===== config.mk =====
export PLATFORM = sky130hd
export DESIGN_NAME = flash_spi_reader_flat
export DESIGN_NICKNAME = d
export VERILOG_FILES = /design/src/rtl/flash_spi_reader_if.sv /design/src/rtl/flash_spi_reader.sv /design/src/flat_wrapper.sv
export SDC_FILE = /design/constraint.sdc
export NUM_CORES = 1
export LEC_CHECK = 0
export CORE_UTILIZATION = 56
export CTS_BUF_LIST = sky130_fd_sc_hd__clkbuf_2
export CTS_CLUSTER_SIZE = 30
export DETAILED_ROUTE_END_ITERATION = 8
export PLACE_DENSITY = 0.87
export SYNTH_ARGS = -nofsm -noshare
export SYNTH_HDL_FRONTEND = slang
export SYNTH_SLANG_ARGS = --single-unit

===== constraint.sdc =====
create_clock -name clk_in -period 2.7 [get_ports clk_in]
set_clock_uncertainty 0.1 [all_clocks]
set_input_delay 0.405 -clock clk_in [delete_from_list [all_inputs] [get_ports clk_in]]
set_output_delay 0.405 -clock clk_in [all_outputs]
set_load 0.005 [all_outputs]

===== src/rtl/flash_spi_reader_if.sv =====
// Byte-level request bus between the STM32 bus interface (master) and the
// configuration-flash SPI reader (slave).
interface flash_spi_reader_if;
   logic       FLASH_enable;
   logic       FLASH_continue_read;
   logic [7:0] FLASH_data_out;
   logic [7:0] FLASH_data_in;
   logic       FLASH_busy;

   modport master (
      output FLASH_enable,
      output FLASH_continue_read,
      output FLASH_data_out,
      input  FLASH_data_in,
      input  FLASH_busy
   );

   modport slave (
      input  FLASH_enable,
      input  FLASH_continue_read,
      input  FLASH_data_out,
      output FLASH_data_in,
      output FLASH_busy
   );
endinterface


===== src/rtl/flash_spi_reader.sv =====
// SPI mode-0 master for the configuration flash: one byte out/in per request,
// chip select held low across bytes until FLASH_enable drops.
module flash_spi_reader #(
   parameter int unsigned CLK_DIV     = 2,
   parameter int unsigned CS_SETUP    = 2,
   parameter int unsigned CS_HIGH_MIN = 4
) (
   input  logic                 clk_in,
   input  logic                 reset,
   flash_spi_reader_if.slave    bus,
   output logic                 FLASH_NCS,
   output logic                 FLASH_DCLK,
   output logic                 FLASH_ASDO,
   input  logic                 FLASH_DATA0
);

   localparam int unsigned MAX_A = (CLK_DIV > CS_SETUP) ? CLK_DIV : CS_SETUP;
   localparam int unsigned MAX_P = (MAX_A > CS_HIGH_MIN) ? MAX_A : CS_HIGH_MIN;
   localparam int unsigned CW    = $clog2(MAX_P + 1);

   localparam logic [CW-1:0] DIV_LAST   = CW'(CLK_DIV - 1);
   localparam logic [CW-1:0] SETUP_LAST = CW'(CS_SETUP - 1);
   localparam logic [CW-1:0] CSH_LAST   = CW'(CS_HIGH_MIN - 1);
   // The cycle before a byte's first low phase (last SETUP cycle or the
   // request cycle in HOLD) already has DCLK low, so it counts toward it.
   localparam logic [CW-1:0] LOW_PRELOAD = (CLK_DIV > 1) ? CW'(1) : CW'(0);

   typedef enum logic [2:0] {
      S_IDLE,
      S_SETUP,
      S_LOW,
      S_HIGH,
      S_HOLD,
      S_CS_HIGH
   } state_t;

   state_t        state_q, state_n;
   logic [CW-1:0] cnt_q, cnt_n;
   logic [2:0]    bit_q, bit_n;
   logic [7:0]    tx_q, tx_n;
   logic [7:0]    rx_q, rx_n;
   logic [7:0]    data_in_q, data_in_n;
   logic          ncs_q, ncs_n;
   logic          dclk_q, dclk_n;
   logic          asdo_q, asdo_n;
   logic          enable_d_q, enable_d_n;

   logic start;
   logic cont;

   assign start = bus.FLASH_enable & ~enable_d_q;
   assign cont  = bus.FLASH_continue_read & bus.FLASH_enable;

   // NOTE: every signal written here gets a default first, so no path leaves
   // a value unassigned and no latch is inferred.
   always_comb begin
      state_n    = state_q;
      cnt_n      = cnt_q + 1'b1;
      bit_n      = bit_q;
      tx_n       = tx_q;
      rx_n       = rx_q;
      data_in_n  = data_in_q;
      ncs_n      = ncs_q;
      dclk_n     = dclk_q;
      asdo_n     = asdo_q;
      // Held low during CS_HIGH so an enable edge there becomes a pending start.
      enable_d_n = (state_q == S_CS_HIGH) ? 1'b0 : bus.FLASH_enable;

      unique case (state_q)
         S_IDLE: begin
            ncs_n  = 1'b1;
            dclk_n = 1'b0;
            cnt_n  = '0;
            if (start) begin
               tx_n    = bus.FLASH_data_out;
               asdo_n  = bus.FLASH_data_out[7];
               ncs_n   = 1'b0;
               bit_n   = '0;
               state_n = S_SETUP;
            end
         end

         S_SETUP: begin
            if (!bus.FLASH_enable) begin
               ncs_n   = 1'b1;
               dclk_n  = 1'b0;
               cnt_n   = '0;
               state_n = S_CS_HIGH;
            end else if (cnt_q == SETUP_LAST) begin
               cnt_n   = LOW_PRELOAD;
               state_n = S_LOW;
            end
         end

         S_LOW: begin
            if (!bus.FLASH_enable) begin
               ncs_n   = 1'b1;
               dclk_n  = 1'b0;
               cnt_n   = '0;
               state_n = S_CS_HIGH;
            end else if (cnt_q == DIV_LAST) begin
               dclk_n  = 1'b1;
               rx_n    = {rx_q[6:0], FLASH_DATA0};
               cnt_n   = '0;
               state_n = S_HIGH;
            end
         end

         S_HIGH: begin
            if (!bus.FLASH_enable) begin
               ncs_n   = 1'b1;
               dclk_n  = 1'b0;
               cnt_n   = '0;
               state_n = S_CS_HIGH;
            end else if (cnt_q == DIV_LAST) begin
               dclk_n = 1'b0;
               cnt_n  = '0;
               if (bit_q == 3'd7) begin
                  data_in_n = rx_q;
                  state_n   = S_HOLD;
               end else begin
                  bit_n   = bit_q + 3'd1;
                  tx_n    = {tx_q[6:0], 1'b0};
                  asdo_n  = tx_q[6];
                  state_n = S_LOW;
               end
            end
         end

         S_HOLD: begin
            ncs_n  = 1'b0;
            dclk_n = 1'b0;
            cnt_n  = '0;
            if (cont) begin
               tx_n    = bus.FLASH_data_out;
               asdo_n  = bus.FLASH_data_out[7];
               bit_n   = '0;
               cnt_n   = LOW_PRELOAD;
               state_n = S_LOW;
            end else if (!bus.FLASH_enable) begin
               ncs_n   = 1'b1;
               state_n = S_CS_HIGH;
            end
         end

         S_CS_HIGH: begin
            ncs_n  = 1'b1;
            dclk_n = 1'b0;
            if (cnt_q == CSH_LAST) begin
               cnt_n   = '0;
               state_n = S_IDLE;
            end
         end

         default: begin
            ncs_n   = 1'b1;
            dclk_n  = 1'b0;
            cnt_n   = '0;
            state_n = S_IDLE;
         end
      endcase
   end

   // NOTE: registered state uses non-blocking assignments so every flop samples
   // the pre-edge values regardless of statement order.
   always_ff @(posedge clk_in) begin
      if (reset) begin
         state_q    <= S_IDLE;
         cnt_q      <= '0;
         bit_q      <= '0;
         tx_q       <= '0;
         rx_q       <= '0;
         data_in_q  <= '0;
         ncs_q      <= 1'b1;
         dclk_q     <= 1'b0;
         asdo_q     <= 1'b0;
         enable_d_q <= 1'b0;
      end else begin
         state_q    <= state_n;
         cnt_q      <= cnt_n;
         bit_q      <= bit_n;
         tx_q       <= tx_n;
         rx_q       <= rx_n;
         data_in_q  <= data_in_n;
         ncs_q      <= ncs_n;
         dclk_q     <= dclk_n;
         asdo_q     <= asdo_n;
         enable_d_q <= enable_d_n;
      end
   end

   // Busy is combinational so the bus interface sees it in the request cycle.
   assign bus.FLASH_busy = ((state_q != S_IDLE) && (state_q != S_HOLD) && (state_q != S_CS_HIGH))
                         | ((state_q == S_IDLE) & start)
                         | ((state_q == S_HOLD) & cont);

   assign bus.FLASH_data_in = data_in_q;
   assign FLASH_NCS         = ncs_q;
   assign FLASH_DCLK        = dclk_q;
   assign FLASH_ASDO        = asdo_q;

endmodule


===== src/flat_wrapper.sv =====
// flat-port wrapper written by rule: the top's interface ports become plain ports
module flash_spi_reader_flat 
#(
   parameter int unsigned CLK_DIV     = 2,
   parameter int unsigned CS_SETUP    = 2,
   parameter int unsigned CS_HIGH_MIN = 4
)
  (clk_in, reset, FLASH_NCS, FLASH_DCLK, FLASH_ASDO, FLASH_DATA0, bus_FLASH_enable, bus_FLASH_continue_read, bus_FLASH_data_out, bus_FLASH_data_in, bus_FLASH_busy);
  flash_spi_reader_if bus_i ();
  input  logic clk_in;
  input  logic reset;
  output logic FLASH_NCS;
  output logic FLASH_DCLK;
  output logic FLASH_ASDO;
  input  logic FLASH_DATA0;
  input wire logic [$bits(bus_i.FLASH_enable)-1:0] bus_FLASH_enable;
  input wire logic [$bits(bus_i.FLASH_continue_read)-1:0] bus_FLASH_continue_read;
  input wire logic [$bits(bus_i.FLASH_data_out)-1:0] bus_FLASH_data_out;
  output wire logic [$bits(bus_i.FLASH_data_in)-1:0] bus_FLASH_data_in;
  output wire logic [$bits(bus_i.FLASH_busy)-1:0] bus_FLASH_busy;
  assign bus_i.FLASH_enable = bus_FLASH_enable;
  assign bus_i.FLASH_continue_read = bus_FLASH_continue_read;
  assign bus_i.FLASH_data_out = bus_FLASH_data_out;
  assign bus_FLASH_data_in = bus_i.FLASH_data_in;
  assign bus_FLASH_busy = bus_i.FLASH_busy;
  flash_spi_reader #(.CLK_DIV(CLK_DIV), .CS_SETUP(CS_SETUP), .CS_HIGH_MIN(CS_HIGH_MIN)) u_core (.clk_in(clk_in), .reset(reset), .bus(bus_i), .FLASH_NCS(FLASH_NCS), .FLASH_DCLK(FLASH_DCLK), .FLASH_ASDO(FLASH_ASDO), .FLASH_DATA0(FLASH_DATA0));
endmodule

**Yosys cells after proc, flatten, opt, wreduce, memory -nomap -nowiden**

Cells that the tools add are included.

- ROM bits: 0
- Bits in registers: 36
- Memories: 0
- Bits in latches: 0
- Bits of input ports: 13
- Memory bits (writable): 0
- Logic and storage cells: 102

- Multiplexer cells: 48
- Shift-type cells: 0
- Div/mod/pow operators: 0
- Bitwise gates (word level): 7
- $add $sub $neg: 2
- Eq/ne operators: 22
- Reduce and logical (&&, ||, !) cells: 13
- Order comparisons: 0
- $mul: 0

Operator list:

| kind | number |
|---|---|
| 3-bit two-way mux | 21 |
| 7-bit two-way mux | 5 |
| 7-bit case mux with 3 select lines | 1 |
| 3-bit case mux with 6 select lines | 1 |
| 1-bit two-way mux | 15 |
| 3-bit by 2-bit != test with 1-bit output, second input constant | 4 |
| 3-bit case mux with 4 select lines | 1 |
| 6-bit AND reduction | 2 |
| 2-bit != test, second input constant | 5 |
| 3-bit by 2-bit == test with 1-bit output, second input constant | 3 |
| 3-bit == test, second input constant | 3 |
| 1-bit case mux with 3 select lines | 3 |
| 3-bit case mux with 3 select lines | 1 |
| 3-bit by 1-bit adder with 3-bit output, second input constant | 2 |
| 3-bit by 1-bit == test with 1-bit output, second input constant | 2 |
| 2-bit by 1-bit != test with 1-bit output, second input constant | 3 |
| 3-bit != test, second input constant | 2 |
| 3-bit AND reduction | 2 |
| 3-bit nonzero test | 2 |
| 1-bit bitwise AND | 4 |
| 4-bit AND reduction | 1 |
| 2-bit OR reduction | 2 |
| 3-bit zero test | 1 |
| 3-bit OR reduction | 1 |
| other kinds (3) | 5 |

**Longest topological paths before layout**

Gate-level depths: netlist of the first run.

- Depth after elaboration: 5
- Gate-level depth with buffers: 8
- Depth with buffers taken out: 7

**Least setup slack after synthesis of the first run**

Ideal clock, no wire load.

- Path kind: reg2reg
- From: reg u_core.bit_q[0]
- To: reg u_core.bit_q[0]
- Arrival time: 1.669 ns
- Setup time: 0.121 ns
- Clock period less this slack: 1.890 ns
- Path buffers: 0
- Cell stages (with the launch flop): 8
- Path slack: 0.810 ns
- Cells stage by stage: dfxtp_1 > ha_1 > ha_1 > nand2b_1 > a32oi_1 > o211a_2 > nor2_1 > mux2_2

- Longest elaborated chain between the ends: 5
- Elaborated cells between the ends (all ways): 8
- Those cells by class: add/sub (1); eq/ne (2); mux (4); reduce/logical (1)

RTL lines:

| what | line | RTL |
|---|---|---|
| start, declared | flash_spi_reader.sv:39 | `logic [2:0] bit_q, bit_n;` |
| start signal, assigned | flash_spi_reader.sv:181 | `bit_q <= bit_n;` |
| 3-bit by 1-bit adder with 3-bit output | flash_spi_reader.sv:122 | `bit_n = bit_q + 3'd1;` |
| 3-bit two-way mux | flash_spi_reader.sv:118 | `if (bit_q == 3'd7) begin` |
| 3-bit two-way mux | flash_spi_reader.sv:115 | `end else if (cnt_q == DIV_LAST) begin` |
| 3-bit two-way mux | flash_spi_reader.sv:110 | `if (!bus.FLASH_enable) begin` |
| 3-bit case mux with 3 select lines | flash_spi_reader.sv:69 | `unique case (state_q)` |

Parallel ways exist; a longest one is shown, timed or not. The select of a mux whose other input is x is not followed.
A chain may end at the register's enable or synchronous reset.

**Worst setup path in the final report of the first run**

- From: in bus_FLASH_enable
- To: out bus_FLASH_busy

- Longest elaborated chain between the ends: 4
- Elaborated cells between the ends (all ways): 6
- Those cells by class: bitwise (6)

RTL lines:

| what | line | RTL |
|---|---|---|
| start, declared | flat_wrapper.sv:16 | `input wire logic [$bits(bus_i.FLASH_enable)-1:0] bus_FLASH_enable;` |
| 1-bit bitwise AND | flash_spi_reader.sv:51 | `assign start = bus.FLASH_enable & ~enable_d_q;` |
| 1-bit bitwise AND | flash_spi_reader.sv:194 | `\| ((state_q == S_IDLE) & start)` |
| 1-bit OR | flash_spi_reader.sv:194 |  |
| 1-bit OR (*) | flash_spi_reader.sv:195 | `\| ((state_q == S_HOLD) & cont);` |
| end, declared | flat_wrapper.sv:20 | `output wire logic [$bits(bus_i.FLASH_busy)-1:0] bus_FLASH_busy;` |

Mark *: on every way between the ends. The rest lies on a longest branch, timed or not.

==> flow_metrics.env, run 1 <==
export IMPL_worst_path_buf_inv=2
export IMPL_top_usage_layer="met2"
export IMPL_synth_cells=185
export IMPL_port_buffers=24
export IMPL_fin_nets=229
export IMPL_outcome="finished, violations left"
export IMPL_cts_buffer_depth=2
export IMPL_crit_family="buffers and inverters"
export IMPL_initial_core_util=0.614
export IMPL_yosysTopAreaCell="dfxtp_1"
export IMPL_slew_viol_final=0
export IMPL_p_int_mw=0.982
export IMPL_hold_violations=0
export IMPL_ys_async_sr_fraction=0
export IMPL_power_leakage_nw=0.877
export IMPL_fin_crit_ns=2.42
export IMPL_powerDensity_mw_per_mm2=795
export IMPL_postLayoutCoreUtil=0.718
export IMPL_synth_common_cells="dfxtp_1, nor2_1, mux2i_1, a21oi_1, a211oi_2"
export IMPL_placed_cells=234
export IMPL_grtUsageMet1=0.277
export IMPL_whs_ns=0.409
export IMPL_yosysMostFrequentCell="dfxtp_1"
export IMPL_first_global_vias=1393
export IMPL_place_congestion=0.922
export IMPL_row_count=19
export IMPL_grt_max_degree=23
export IMPL_yosys_top_cells_area="dfxtp_1, mux2i_1, nor2_1, a211oi_2, ha_1"
export IMPL_startpoint_type="input pin"
export IMPL_drive_gt1_frac=0.137
export IMPL_nFillCells=238
export IMPL_grt_first_pass_wirelength_um=6070
export IMPL_cp_end_kind="output pin"
export IMPL_relSlewSlack=0.590
export IMPL_worstPathArrival_ns=1.92
export IMPL_synth_edf_count=0
export IMPL_path_cells="clkdlybuf4s50_1 > nor2b_1 > a31oi_1 > nand2_1 > clkdlybuf4s50_1"
export IMPL_vias_per_cell=5.95
export IMPL_final_cells=242
export IMPL_switching_share=0.397
export IMPL_firstDrtPassIters=7
export IMPL_met3_usage=0.0558
export IMPL_synth_cell_type_count=43
export IMPL_worstPathMaxFanout=8
export IMPL_setup_viol=0
export IMPL_yosysSeqAreaShare=0.411
export IMPL_combinationalPowerShare=0.399
export IMPL_finalWorstSetupSlack_ns=0.279
export IMPL_hold_path_class="register to register"
export IMPL_syn_area_per_cell_um2=9.47
export IMPL_cp_required_ns=2.19
export IMPL_htreeDepth=2
export IMPL_critPathMaxStageDelay_ns=0.60
export IMPL_min_period_over_period=0.897
export IMPL_die_width_um=57.9
export IMPL_wl_per_cell_um=15.0
export IMPL_ys_ff_latch=36
export IMPL_drt_antenna_violating_nets=0
export IMPL_coreArea_mm2=0.00285
export IMPL_synth_top_area_frac=0.411
export IMPL_grt_ovfl_total=0
export IMPL_ys_warn_count=0
export IMPL_ys_flop_type="dfxtp_1"
export IMPL_cts_root_buffer="clkbuf_2"
export IMPL_grt_use_total=0.239
export IMPL_drv_cap=0
export IMPL_violations="DRC"
export IMPL_hold_buffers=0
export IMPL_cts_tree="built"
export IMPL_drt_wl_total_um=3640
export IMPL_rsz0062_at_grt="no"
export IMPL_die_h_um=57.9
export IMPL_dp_hpwl_um=2610
export IMPL_dp_slack_ns=0.254
export IMPL_power_frac_seq=0.449
export IMPL_grtUsageMet2=0.414
export IMPL_clockPowerShare=0.152
export IMPL_area_growth_pct=16.9
export IMPL_tightestPinTransition_ns=0.614
export IMPL_pin_count=25
export IMPL_dieArea_mm2=0.00336
export IMPL_ir_drop_mv=0.407
export IMPL_drc_errors=1
export IMPL_clkSlewWorstSetupHoldPaths_ns=0.18
export IMPL_crit_path_frequent_cell="clkdlybuf4s50_1"
export IMPL_slowest_stage="clkdlybuf4s50_1"
export IMPL_drt_initial_drc_count=62
export IMPL_clkSinkCount=36
export IMPL_vias=1441
export IMPL_cts_buffers=5
export IMPL_syn_num_nets=204
export IMPL_n_antenna_cell=0
export IMPL_fmax_mhz=413
export IMPL_insertion_delay_ns=0.39
export IMPL_switchingPower_mw=0.646
export IMPL_grt_antenna_before_repair=0
export IMPL_path_class="input pin to output pin"
export IMPL_setup_tns_ns=0
export IMPL_synth_cell_area_mm2=0.00175
==> final timing paths <==
| path | from | to | slack (ns) | depth (start not counted) |
|---|---|---|---|---|
| max reg2reg | u_core.bit_q[0] | u_core.tx_q[6] | 0.58 | 8 |
| min reg2reg | u_core.tx_q[0] | u_core.tx_q[0] | 0.41 | 2 |
| max | bus_FLASH_enable | bus_FLASH_busy | 0.28 | 5 |
| min | u_core.tx_q[0] | u_core.tx_q[0] | 0.41 | 2 |
==> worst min-delay path: stages, from the launching register on <==
cell      delay [ns]
dfxtp_1         0.35
nand2b_1        0.07
a21oi_1         0.06
==> power groups by stage <==
| stage | Combinational (mW) | Sequential [mW] | Clock [mW] |
|---|---|---|---|
| 5_1_grt | 0.713 | 0.745 | 0.275 |
| 3_3_place_gp | 0.612 | 0.727 | 0 |
| 3_5_place_dp | 0.643 | 0.738 | 0 |
| 2_1_floorplan | 0.566 | 0.661 | 0 |
| 4_1_cts | 0.645 | 0.725 | 0.257 |
| 6_report | 0.650 | 0.730 | 0.247 |
==> logic make-up (layout without fill, tap and decap cells) <==
kind of cell	Yosys count	count (layout)	synth area share
simple gates	61	61	0.176
compound gates	39	39	0.172
flops	36	36	0.411
mux	24	24	0.138
buf+inv	18	44	0.0543
fa+ha+maj	6	6	0.0429
xor+xnor	1	1	0.00500
==> repair_timing <==
item	CTS	global route
resized for setup	0	1
setup buffers	0	0
endpoints found under the setup margin	0	1
==> layout make-up <==
| class | instances | area (um2) | area share |
|---|---|---|---|
| multi-input combinational | 131 | 936 | 0.457 |
| sequential | 36 | 722 | 0.352 |
| timing repair buffer | 30 | 285 | 0.139 |
| tap | 31 | 38.8 | 0.0189 |
| clock buffer | 5 | 25.0 | 0.0122 |
| inverter | 6 | 22.5 | 0.0110 |
| clock inverter | 3 | 18.8 | 0.00916 |
==> per-stage QoR <==
step / cell area [um2] / power, mW
after floorplan: 1750 / 1.23
after global placement: 2000 / 1.34
after detailed placement: 2000 / 1.38
after CTS: 2050 / 1.63
after global routing: 2050 / 1.73
final: 2050 / 1.63
==> layout by cell type, fill, tap and decap left out, types with 6 or more instances in the layout <==
cell	netlist	routed
dfxtp_1	36	35
nor2_1	29	29
clkdlybuf4s50_1	0	24
mux2i_1	23	23
a21oi_1	9	9
a211oi_2	7	7
inv_1	6	6
ha_1	6	6
buf_4	3	6
==> state kept, by name, summed over array words and instances, names as in the netlist <==
register	cells
u_core.tx_q	7
u_core.FLASH_ASDO	1
u_core.bit_q	3
u_core.enable_d_q	1
u_core.state_q	3
u_core.bus.FLASH_data_in	8
u_core.cnt_q	3
u_core.FLASH_DCLK	1
u_core.FLASH_NCS	1
u_core.rx_q	8
==> per-layer routing <==
layer / wire [um] / vias to the layer above
met2: 1860 / 45
met1: 1540 / 685
met5: 0 / -
met4: 54 / 0
li1: - / 705
met3: 179 / 6
(Power assumes the default switching activity.)
==> run 2, diff against run 1 <==
- CAP_MARGIN: not set -> 25
==> results of run 2 <==
The final DEF is identical to that of run 1; final timing and power are the same.
==> run 3, diff against run 2 <==
- CTS_BUF_LIST: sky130_fd_sc_hd__clkbuf_2 -> sky130_fd_sc_hd__clkbuf_8
- CTS_CLUSTER_SIZE: 30 -> 40
==> flow_metrics.env, run 3 (same netlist as run 1, synthesis figures left out) <==
export IMPL_initial_core_util=0.614
export IMPL_htreeDepth=2
export IMPL_drv_cap=0
export IMPL_min_period_over_period=0.901
export IMPL_final_cells=242
export IMPL_outcome="finished, violations left"
export IMPL_worstPathMaxFanout=8
export IMPL_cts_buffer_depth=2
export IMPL_drc_errors=1
export IMPL_slew_viol_final=0
export IMPL_cts_tree="built"
export IMPL_violations="DRC"
export IMPL_worstPathArrival_ns=1.93
export IMPL_wl_per_cell_um=15.0
export IMPL_placed_cells=234
export IMPL_slowest_stage="clkdlybuf4s50_1"
export IMPL_grt_first_pass_wirelength_um=6090
export IMPL_crit_path_frequent_cell="clkdlybuf4s50_1"
export IMPL_fin_nets=229
export IMPL_hold_path_class="register to register"
export IMPL_cp_end_kind="output pin"
export IMPL_cp_required_ns=2.19
export IMPL_cts_buffers=5
export IMPL_whs_ns=0.390
export IMPL_relSlewSlack=0.567
export IMPL_path_class="input pin to output pin"
export IMPL_dp_hpwl_um=2610
export IMPL_clkSlewWorstSetupHoldPaths_ns=0.07
export IMPL_grt_use_total=0.242
export IMPL_first_global_vias=1373
export IMPL_n_antenna_cell=0
export IMPL_drt_wl_total_um=3630
export IMPL_rsz0062_at_grt="no"
export IMPL_firstDrtPassIters=6
export IMPL_tightestPinTransition_ns=0.648
export IMPL_dp_slack_ns=0.254
export IMPL_coreArea_mm2=0.00285
export IMPL_critPathMaxStageDelay_ns=0.61
export IMPL_drt_initial_drc_count=112
export IMPL_setup_tns_ns=0
export IMPL_layout_commonest_cell="dfxtp_1"
export IMPL_grt_antenna_before_repair=0
export IMPL_layout_common_cells="dfxtp_1, nor2_1, clkdlybuf4s50_1"
export IMPL_power_leakage_nw=0.892
export IMPL_die_width_um=57.9
export IMPL_pin_count=25
export IMPL_startpoint_type="input pin"
export IMPL_insertion_delay_ns=0.29
export IMPL_drt_antenna_violating_nets=0
export IMPL_drive_gt1_frac=0.133
export IMPL_finalPower_mw=1.75
export IMPL_grt_max_degree=23
export IMPL_postCtsResizedCells=0
export IMPL_port_buffers=24
export IMPL_row_count=19
export IMPL_ir_drop_mv=0.479
export IMPL_setup_viol=0
export IMPL_fmax_mhz=411
export IMPL_vias=1415
export IMPL_path_cells="clkdlybuf4s50_1 > nor2b_1 > a31oi_1 > nand2_1 > clkdlybuf4s50_1"
export IMPL_grt_ovfl_total=0
export IMPL_powerDensity_mw_per_mm2=837
export IMPL_finalWorstSetupSlack_ns=0.269
export IMPL_clkSinkCount=36
export IMPL_hold_buffers=0
export IMPL_area_growth_pct=19.4
export IMPL_postLayoutCoreUtil=0.733
export IMPL_place_congestion=0.922
export IMPL_hold_violations=0
export IMPL_crit_family="buffers and inverters"
export IMPL_dpl_cell_area_mm2=0.00200
export IMPL_cts_root_buffer="clkbuf_8"
export IMPL_fin_crit_ns=2.43
export IMPL_die_h_um=57.9
export IMPL_worst_path_buf_inv=2
export IMPL_cts_setup_buffers=0
export IMPL_dieArea_mm2=0.00336
export IMPL_vias_per_cell=5.85
export IMPL_fin_area_mm2=0.00209
run 3: layer usage:
metal | track usage | part of all wire | vias up
li1 | - | - | 703
met1 | 0.289 | 0.44 | 669
met2 | 0.404 | 0.50 | 38
met3 | 0.0603 | 0.044 | 5
met4 | 0.126 | 0.015 | 0
met5 | 0 | 0 | -
run 3: path summary, 6_finish.rpt:
check / start / cells past startpoint / slack (ns) / end
setup reg to reg: u_core.bit_q[0] / 8 / 0.59 / u_core.tx_q[6]
hold reg to reg: u_core.bit_q[2] / 1 / 0.39 / u_core.bit_q[2]
setup / recovery: bus_FLASH_enable / 5 / 0.27 / bus_FLASH_busy
hold / removal: u_core.bit_q[2] / 1 / 0.39 / u_core.bit_q[2]
run 3: where the power goes:
group          leakage (nW)  switching, mW  internal [mW]  total (mW)
combinational         0.551          0.345          0.305       0.650
clock                0.0479          0.193          0.179       0.372
sequential            0.293          0.116          0.612       0.728
run 3: layout make-up:
cell class                      count  area, um2
Multi-Input combinational cell    131        936
Timing Repair Buffer               30        285
Clock buffer                        5       68.8
Inverter                            6       22.5
Sequential cell                    36        721
Clock inverter                      3       18.8
Tap cell                           31       38.8
Fill cell                         231        762
